File: src/rtl/timer_multi_if.sv
// Bus bundle for timer_multi: channel config write port, irq acknowledge and the timer outputs.
// With TIMER_PRIO_EN defined the bundle also carries irq_any / irq_id.
interface timer_multi_if #(
    parameter int NCH   = 4,
    parameter int CH_W  = 2,
    parameter int CNT_W = 6
);
    // Handshake: we is a one-cycle valid strobe with no ready; the timer takes a write on
    // every posedge where we=1, so the master holds wch/wbase/wumbral/wmode/wen for that cycle.
    logic                   we;
    logic [CH_W-1:0]        wch;
    logic [2:0]             wbase;
    logic [CNT_W-1:0]       wumbral;
    logic                   wmode;
    logic                   wen;
    logic [NCH-1:0]         ack;
    logic [NCH-1:0]         tick;
    logic [NCH-1:0]         irq;
    logic                   busy;
    logic [NCH-1:0][1:0]    state;
`ifdef TIMER_PRIO_EN
    logic                   irq_any;
    logic [CH_W-1:0]        irq_id;
`endif

    modport master (
        output we, wch, wbase, wumbral, wmode, wen, ack,
`ifdef TIMER_PRIO_EN
        input  irq_any, irq_id,
`endif
        input  tick, irq, busy, state
    );

    modport slave (
        input  we, wch, wbase, wumbral, wmode, wen, ack,
`ifdef TIMER_PRIO_EN
        output irq_any, irq_id,
`endif
        output tick, irq, busy, state
    );
endinterface

File: src/rtl/timer_multi.sv
// Multi-channel programmable timer: per-channel prescaler + threshold counter, periodic or one-shot.
// Optional TIMER_PRIO_EN adds irq_any and lowest-index irq_id; state of each channel is exposed on bus.state.
module timer_multi #(
    parameter int NCH      = 4,
    parameter int CH_W     = 2,
    parameter int CNT_W    = 6,
    parameter int BASE_DIV = 20
) (
    input  logic           clk,
    input  logic           reset,
    timer_multi_if.slave   bus
);
    typedef enum logic [1:0] {IDLE = 2'd0, RUN = 2'd1, DONE = 2'd2} state_t;

    state_t             state_q  [NCH];
    state_t             state_d  [NCH];
    logic [31:0]        presc_q  [NCH];
    logic [31:0]        presc_d  [NCH];
    logic [CNT_W-1:0]   cnt_q    [NCH];
    logic [CNT_W-1:0]   cnt_d    [NCH];
    logic [CNT_W-1:0]   umbral_q [NCH];
    logic [CNT_W-1:0]   umbral_d [NCH];
    logic [2:0]         base_q   [NCH];
    logic [2:0]         base_d   [NCH];
    logic [NCH-1:0]     mode_q, mode_d;
    logic [NCH-1:0]     tick_q, tick_d;
    logic [NCH-1:0]     irq_q, irq_d;
    logic [NCH-1:0]     wr_hit, wrap, expire;
    logic               busy_q, busy_d;
    logic               cfg_ok;

    function automatic logic [31:0] divisor(input logic [2:0] base);
        case (base)
            3'd0:    return 32'(BASE_DIV);
            3'd1:    return 32'(10 * BASE_DIV);
            3'd2:    return 32'(100 * BASE_DIV);
            3'd3:    return 32'(1000 * BASE_DIV);
            3'd4:    return 32'(60000 * BASE_DIV);
            default: return 32'd0;
        endcase
    endfunction

    // A write that lands on the same edge as an expiry restarts the channel and suppresses that expiry.
    always_comb begin
        cfg_ok = bus.wen && (bus.wumbral != '0) && (bus.wbase <= 3'd4);
        for (int i = 0; i < NCH; i++) begin
            wr_hit[i] = bus.we && (bus.wch == CH_W'(i));
            wrap[i]   = (presc_q[i] == divisor(base_q[i]) - 32'd1);
            expire[i] = (state_q[i] == RUN) && wrap[i] &&
                        (cnt_q[i] == umbral_q[i] - CNT_W'(1)) && !wr_hit[i];
        end
    end

    // Next-state logic
    always_comb begin
        for (int i = 0; i < NCH; i++) begin
            state_d[i] = state_q[i];
            if (wr_hit[i]) begin
                state_d[i] = cfg_ok ? RUN : IDLE;
            end else begin
                case (state_q[i])
                    RUN:     if (expire[i] && mode_q[i]) state_d[i] = DONE;
                    default: state_d[i] = state_q[i];
                endcase
            end
        end
    end

    // Datapath and output next values
    always_comb begin
        busy_d = 1'b0;
        for (int i = 0; i < NCH; i++) begin
            presc_d[i]  = presc_q[i];
            cnt_d[i]    = cnt_q[i];
            umbral_d[i] = umbral_q[i];
            base_d[i]   = base_q[i];
            mode_d[i]   = mode_q[i];
            tick_d[i]   = expire[i];
            irq_d[i]    = expire[i] | (irq_q[i] & ~bus.ack[i]);
            if (wr_hit[i]) begin
                presc_d[i]  = '0;
                cnt_d[i]    = '0;
                umbral_d[i] = bus.wumbral;
                base_d[i]   = bus.wbase;
                mode_d[i]   = bus.wmode;
            end else if (state_q[i] == RUN) begin
                if (wrap[i]) begin
                    presc_d[i] = '0;
                    cnt_d[i]   = expire[i] ? '0 : cnt_q[i] + CNT_W'(1);
                end else begin
                    presc_d[i] = presc_q[i] + 32'd1;
                end
            end
            if (state_d[i] == RUN) busy_d = 1'b1;
        end
    end

    always_ff @(posedge clk) begin
        if (reset) begin
            for (int i = 0; i < NCH; i++) begin
                state_q[i]  <= IDLE;
                presc_q[i]  <= '0;
                cnt_q[i]    <= '0;
                umbral_q[i] <= '0;
                base_q[i]   <= '0;
            end
            mode_q <= '0;
            tick_q <= '0;
            irq_q  <= '0;
            busy_q <= 1'b0;
        end else begin
            for (int i = 0; i < NCH; i++) begin
                state_q[i]  <= state_d[i];
                presc_q[i]  <= presc_d[i];
                cnt_q[i]    <= cnt_d[i];
                umbral_q[i] <= umbral_d[i];
                base_q[i]   <= base_d[i];
            end
            mode_q <= mode_d;
            tick_q <= tick_d;
            irq_q  <= irq_d;
            busy_q <= busy_d;
        end
    end

    assign bus.tick = tick_q;
    assign bus.irq  = irq_q;
    assign bus.busy = busy_q;

    always_comb begin
        for (int i = 0; i < NCH; i++) bus.state[i] = state_q[i];
    end

`ifdef TIMER_PRIO_EN
    always_comb begin
        bus.irq_any = |irq_q;
        bus.irq_id  = '0;
        for (int i = NCH - 1; i >= 0; i--) begin
            if (irq_q[i]) bus.irq_id = CH_W'(i);
        end
    end
`endif
endmodule

File: src/flat_wrapper.sv
// flat-port wrapper written by rule: the top's interface ports become plain ports
module timer_multi_flat 
#(
    parameter int NCH      = 4,
    parameter int CH_W     = 2,
    parameter int CNT_W    = 6,
    parameter int BASE_DIV = 20
)
  (clk, reset, bus_we, bus_wch, bus_wbase, bus_wumbral, bus_wmode, bus_wen, bus_ack, bus_tick, bus_irq, bus_busy, bus_state);
  timer_multi_if #(.NCH(NCH), .CH_W(CH_W), .CNT_W(CNT_W)) bus_i ();
  input  logic clk;
  input  logic reset;
  input wire logic [$bits(bus_i.we)-1:0] bus_we;
  input wire logic [$bits(bus_i.wch)-1:0] bus_wch;
  input wire logic [$bits(bus_i.wbase)-1:0] bus_wbase;
  input wire logic [$bits(bus_i.wumbral)-1:0] bus_wumbral;
  input wire logic [$bits(bus_i.wmode)-1:0] bus_wmode;
  input wire logic [$bits(bus_i.wen)-1:0] bus_wen;
  input wire logic [$bits(bus_i.ack)-1:0] bus_ack;
  output wire logic [$bits(bus_i.tick)-1:0] bus_tick;
  output wire logic [$bits(bus_i.irq)-1:0] bus_irq;
  output wire logic [$bits(bus_i.busy)-1:0] bus_busy;
  output wire logic [$bits(bus_i.state)-1:0] bus_state;
  assign bus_i.we = bus_we;
  assign bus_i.wch = bus_wch;
  assign bus_i.wbase = bus_wbase;
  assign bus_i.wumbral = bus_wumbral;
  assign bus_i.wmode = bus_wmode;
  assign bus_i.wen = bus_wen;
  assign bus_i.ack = bus_ack;
  assign bus_tick = bus_i.tick;
  assign bus_irq = bus_i.irq;
  assign bus_busy = bus_i.busy;
  assign bus_state = bus_i.state;
  timer_multi #(.NCH(NCH), .CH_W(CH_W), .CNT_W(CNT_W), .BASE_DIV(BASE_DIV)) u_core (.clk(clk), .reset(reset), .bus(bus_i));
endmodule
File: config.mk
export PLATFORM = sky130hd
export DESIGN_NAME = timer_multi_flat
export DESIGN_NICKNAME = d
export VERILOG_FILES = /design/src/rtl/timer_multi_if.sv /design/src/rtl/timer_multi.sv /design/src/flat_wrapper.sv
export SDC_FILE = /design/constraint.sdc
export NUM_CORES = 1
export LEC_CHECK = 0
export CAP_MARGIN = 40
export CORE_MARGIN = 1.5
export CORE_UTILIZATION = 47
export CTS_BUF_LIST = sky130_fd_sc_hd__clkbuf_4 sky130_fd_sc_hd__clkbuf_8
export DETAILED_ROUTE_END_ITERATION = 7
export PLACE_DENSITY = 0.75
export SETUP_SLACK_MARGIN = 0.15
export SLEW_MARGIN = 30
export SYNTH_ARGS = -nofsm -noshare
export SYNTH_HDL_FRONTEND = slang
export SYNTH_SLANG_ARGS = --single-unit
File: constraint.sdc
create_clock -name clk -period 3.6 [get_ports clk]
set_input_delay 0.36 -clock clk [delete_from_list [all_inputs] [get_ports clk]]
set_output_delay 0.36 -clock clk [all_outputs]
set_load 0.05 [all_outputs]
==> metrics.md <==
| Metric | Value |
|---|---|
| Yosys reg bits | `209` |
| Fillers | `2,212` |
| Mapped Nets | `~1,500` |
| WL/cell | `about 14 um` |
| Die ar. | `between 20,000 and 30,000 um2` |
| Placed Area | `12,100 um2` |
| Sw Ratio | `24.2%` |
| Setup_tns | `0 ns` |
| Setup Crit Path Kind | `register to register` |
| Hold Path Class | `primary input to register` |
| Peak supply drop | `~290 uV` |
| Core area | `24,200 um2` |
| Clock slew at reported path FFs | `0.06 ns` |
| Power Dens Cells | `383 nW/um2` |
| Top-area cell type share of the netlist area | `a little over a third` |
| Flop pwr share | `47.5%` |
| Initial antenna violation count | `0` |
| Post-Layout Cell Count | `1,819` |
| CTS buffer count | `38` |
| Slew @ Worst Pin | `0.802 ns` |
| Clock Tree Buf Depth | `3` |
| Final Hold Fails | `0` |
| Total power | `between 4 and 5 mW` |
| Internal | `3.75 mW` |
| Clock Skew | `between 0.01 and 0.015 ns` |
| Post-CTS Setup Inserts | `0` |
| CP max FO | `13` |
| Area Overhead vs Synth | `12.3%` |
| Prevailing post-synth register cell | `dfxtp_1` |
| Post-layout util | `53.4%` |
| Sequential Area | `approximately 4200 um2` |
| Net switching power | `1.20 mW` |
| Routed WL | `26,200 um` |
| RSZ-0062 raised after global routing | `true` |
| Post-synth ARST share | `0%` |
| Netlist cell types | `80` |
| Area of the multi-input gates | `6870 um2` |
| Synth Warn # | `0` |
| Cell accounting for the most synthesized area | `dfxtp_1` |
| Setup slack after layout | `0.354 ns` |
| Fmax | `308 MHz` |
| GR Util All Layers | `approximately 20%` |
| Outcome | `complete, no violations` |
| WP data arrival | `3.71 ns` |
| Mean Syn Cell Area | `7.92 um2` |
| Cell Rows | `57` |
| Io pins | `37` |
| GPL Wtd Cong | `0.858` |
| CP Data Required Time | `4.06 ns` |
| LEAKAGE | `4.51 nW` |
| Post-DP HPWL | `18,700 um` |
| Combinational Power Share | `6.8%` |
| Total placed cells including tap cells | `between 1,500 and 2,000` |
| First-pass GRT wire length | `~44,000 um` |
| Final ANT Viol Nets | `0` |
| Syn Std Cell Area | `around 12,000 um2` |
| Slew Limit Fails | `0` |
| Max cap viols | `0` |
| Root buffer cell | `clkbuf_8` |
| Critical Path Sink Type | `register` |
| Startpoint Class | `register` |
| Post-DR vias/cell | `approximately 5.6` |
| Post-layout min period | `~3.2 ns` |
| Vias in the first global route | `9,587` |
| Final instance area | `12,900 um2` |
| Clock Latency Late Sink | `0.53 ns` |
| Worst slew margin | `46.5%` |
| Post-synth EDFFs | `0` |
| CTS tree | `built` |
| Total grt overflow | `0` |
| Synth area leaders | `dfxtp_1 36%, nor2_1 6.8%, xor2_1 6.5%` |
| Largest net degree at the start of global routing | `43` |
| Post-Synthesis Cells | `approximately 1,500` |
| Nets | `1,511` |
| Final Hold Slack | `0.389 ns` |
| Power share of the clock group | `45.7%` |
| Starting DRT DRC Count | `504` |
| Dpl ws | `between 0.3 and 0.4 ns` |
| Layout cells sized above 1 | `roughly 8.2%` |
| Setup Viol. Count Final | `0` |
| Initial Util | `47.6%` |
| Die W | `159 um` |
| Drc violations | `0` |
| IO Port Bufs | `36` |
| Post-synthesis sequential area ratio | `about 36%` |
| N_diodes | `0` |
| Drt first pass iters | `5` |
| Die height | `between 150 and 200 um` |
| # H-tree levels | `2` |
| Clock sinks | `209` |
| Routed via count | `between 10,000 and 15,000` |
| Period utilization | `90.2%` |
placed cells by master, fill, tap and decap left out, types with 19 or more instances in the layout:
cell / n
xor2_1: 86
buf_4: 25
nand3_1: 65
xnor2_1: 79
nand4_1: 49
nor4_1: 23
nand2b_1: 26
nor3_1: 26
nor2_1: 208
inv_1: 36
and3_1: 29
and4_1: 19
clkdlybuf4s50_1: 35
nand2_1: 164
o21ai_0: 25
a21oi_1: 76
dfxtp_1: 209
clkbuf_8: 46
cells in the mapped netlist, types with 4 or more instances:
library cell / n
inv_1: 36
a21oi_1: 76
nor2b_1: 14
o21ai_0: 25
or3_1: 11
nor4b_1: 4
nand2_1: 164
nand3_1: 65
buf_2: 19
a31o_2: 6
nand2b_1: 26
nor4_1: 23
and4_1: 19
mux2i_1: 7
o211ai_1: 9
and2_1: 14
nand3b_1: 14
nor3b_1: 8
o21a_1: 4
nor3_1: 27
xor2_1: 86
o31ai_1: 10
or3b_2: 7
a31oi_1: 7
o31a_1: 6
and3b_1: 5
and3_1: 29
o221ai_1: 4
nand4_1: 49
or2_2: 6
or4_1: 13
a21boi_0: 4
clkbuf_1: 57
nor2_1: 208
ha_1: 16
a21o_1: 10
xnor2_1: 79
dfxtp_1: 209
nand4b_1: 5
a211oi_1: 6
final timing paths:
check	cells past startpoint	slack [ns]	from	to
max reg2reg	9	0.35	u_core.base_q[0][4]$_SDFFE_PP0P_	u_core.cnt_q[0][11]$_SDFFE_PP0P_
min	2	0.39	reset	u_core.bus.irq[1]$_SDFF_PP0_
max	9	0.35	u_core.base_q[0][4]$_SDFFE_PP0P_	u_core.cnt_q[0][11]$_SDFFE_PP0P_
min reg2reg	2	0.46	u_core.mode_q[2]$_SDFFE_PP0P_	u_core.mode_q[2]$_SDFFE_PP0P_
cell families (layout without fill, tap and decap cells):
logic type / Yosys count / count (layout) / synth area share, %
flip-flops: 209 / 209 / 36.4
multiplexers: 7 / 7 / 0.609
adder cells (fa/ha/maj): 16 / 16 / 1.74
AO/OA/AOI/OAI: 214 / 214 / 12.5
buffers and inverters: 117 / 159 / 4.07
AND/OR/NAND/NOR: 725 / 725 / 32.1
XOR/XNOR: 165 / 165 / 12.6
flip-flops by register name (all words and copies together), names as in the netlist:
name	count
u_core.bus.irq	4
u_core.mode_q	4
u_core.cnt_q	24
u_core.umbral_q	24
u_core.presc_q	128
u_core.base_q	12
u_core.state_q	8
u_core.bus.tick	4
u_core.bus.busy	1
layer usage:
| metal | share of wire, % | GRT usage (%) | vias to the layer above |
|---|---|---|---|
| met5 | 0 | 0 | - |
| met4 | 3.8 | 9.91 | 0 |
| met3 | 4.7 | 3.67 | 72 |
| met2 | 46 | 34.0 | 230 |
| met1 | 45 | 25.5 | 4760 |
| li1 | - | - | 5119 |
worst max-delay path, cell delays in order, from the launching register on:
cell,delay (ns)
dfxtp_1,0.42
nor2_2,0.31
nand2_1,0.10
ha_1,0.28
or4b_1,0.50
a311oi_1,0.32
o211ai_2,0.20
or3_4,0.43
or4_1,0.47
a21oi_1,0.14
power by group through the flow:
stage	logic [mW]	registers [mW]	clock network (mW)
floorplan	0.227	2.40	0
global placement	0.325	2.40	0
detailed placement	0.331	2.40	0
CTS	0.332	2.35	2.33
global route	0.369	2.35	2.42
finish	0.335	2.35	2.26
final cells by class:
| type | count | share of cell area (%) |
|---|---|---|
| tap | 324 | 3.14 |
| clock inverter | 7 | 0.484 |
| clock buffer | 53 | 5.31 |
| timing repair buffer | 63 | 4.45 |
| multi-input combinational | 1127 | 53.2 |
| inverter | 36 | 1.05 |
| sequential | 209 | 32.4 |
what timing repair did:
| action | in CTS | in global routing |
|---|---|---|
| setup endpoints to repair | 0 | 65 |
| hold buffers | 0 | 0 |
| gates resized for setup | 0 | 4 |
Note: power is estimated with default switching activity, not from simulation.
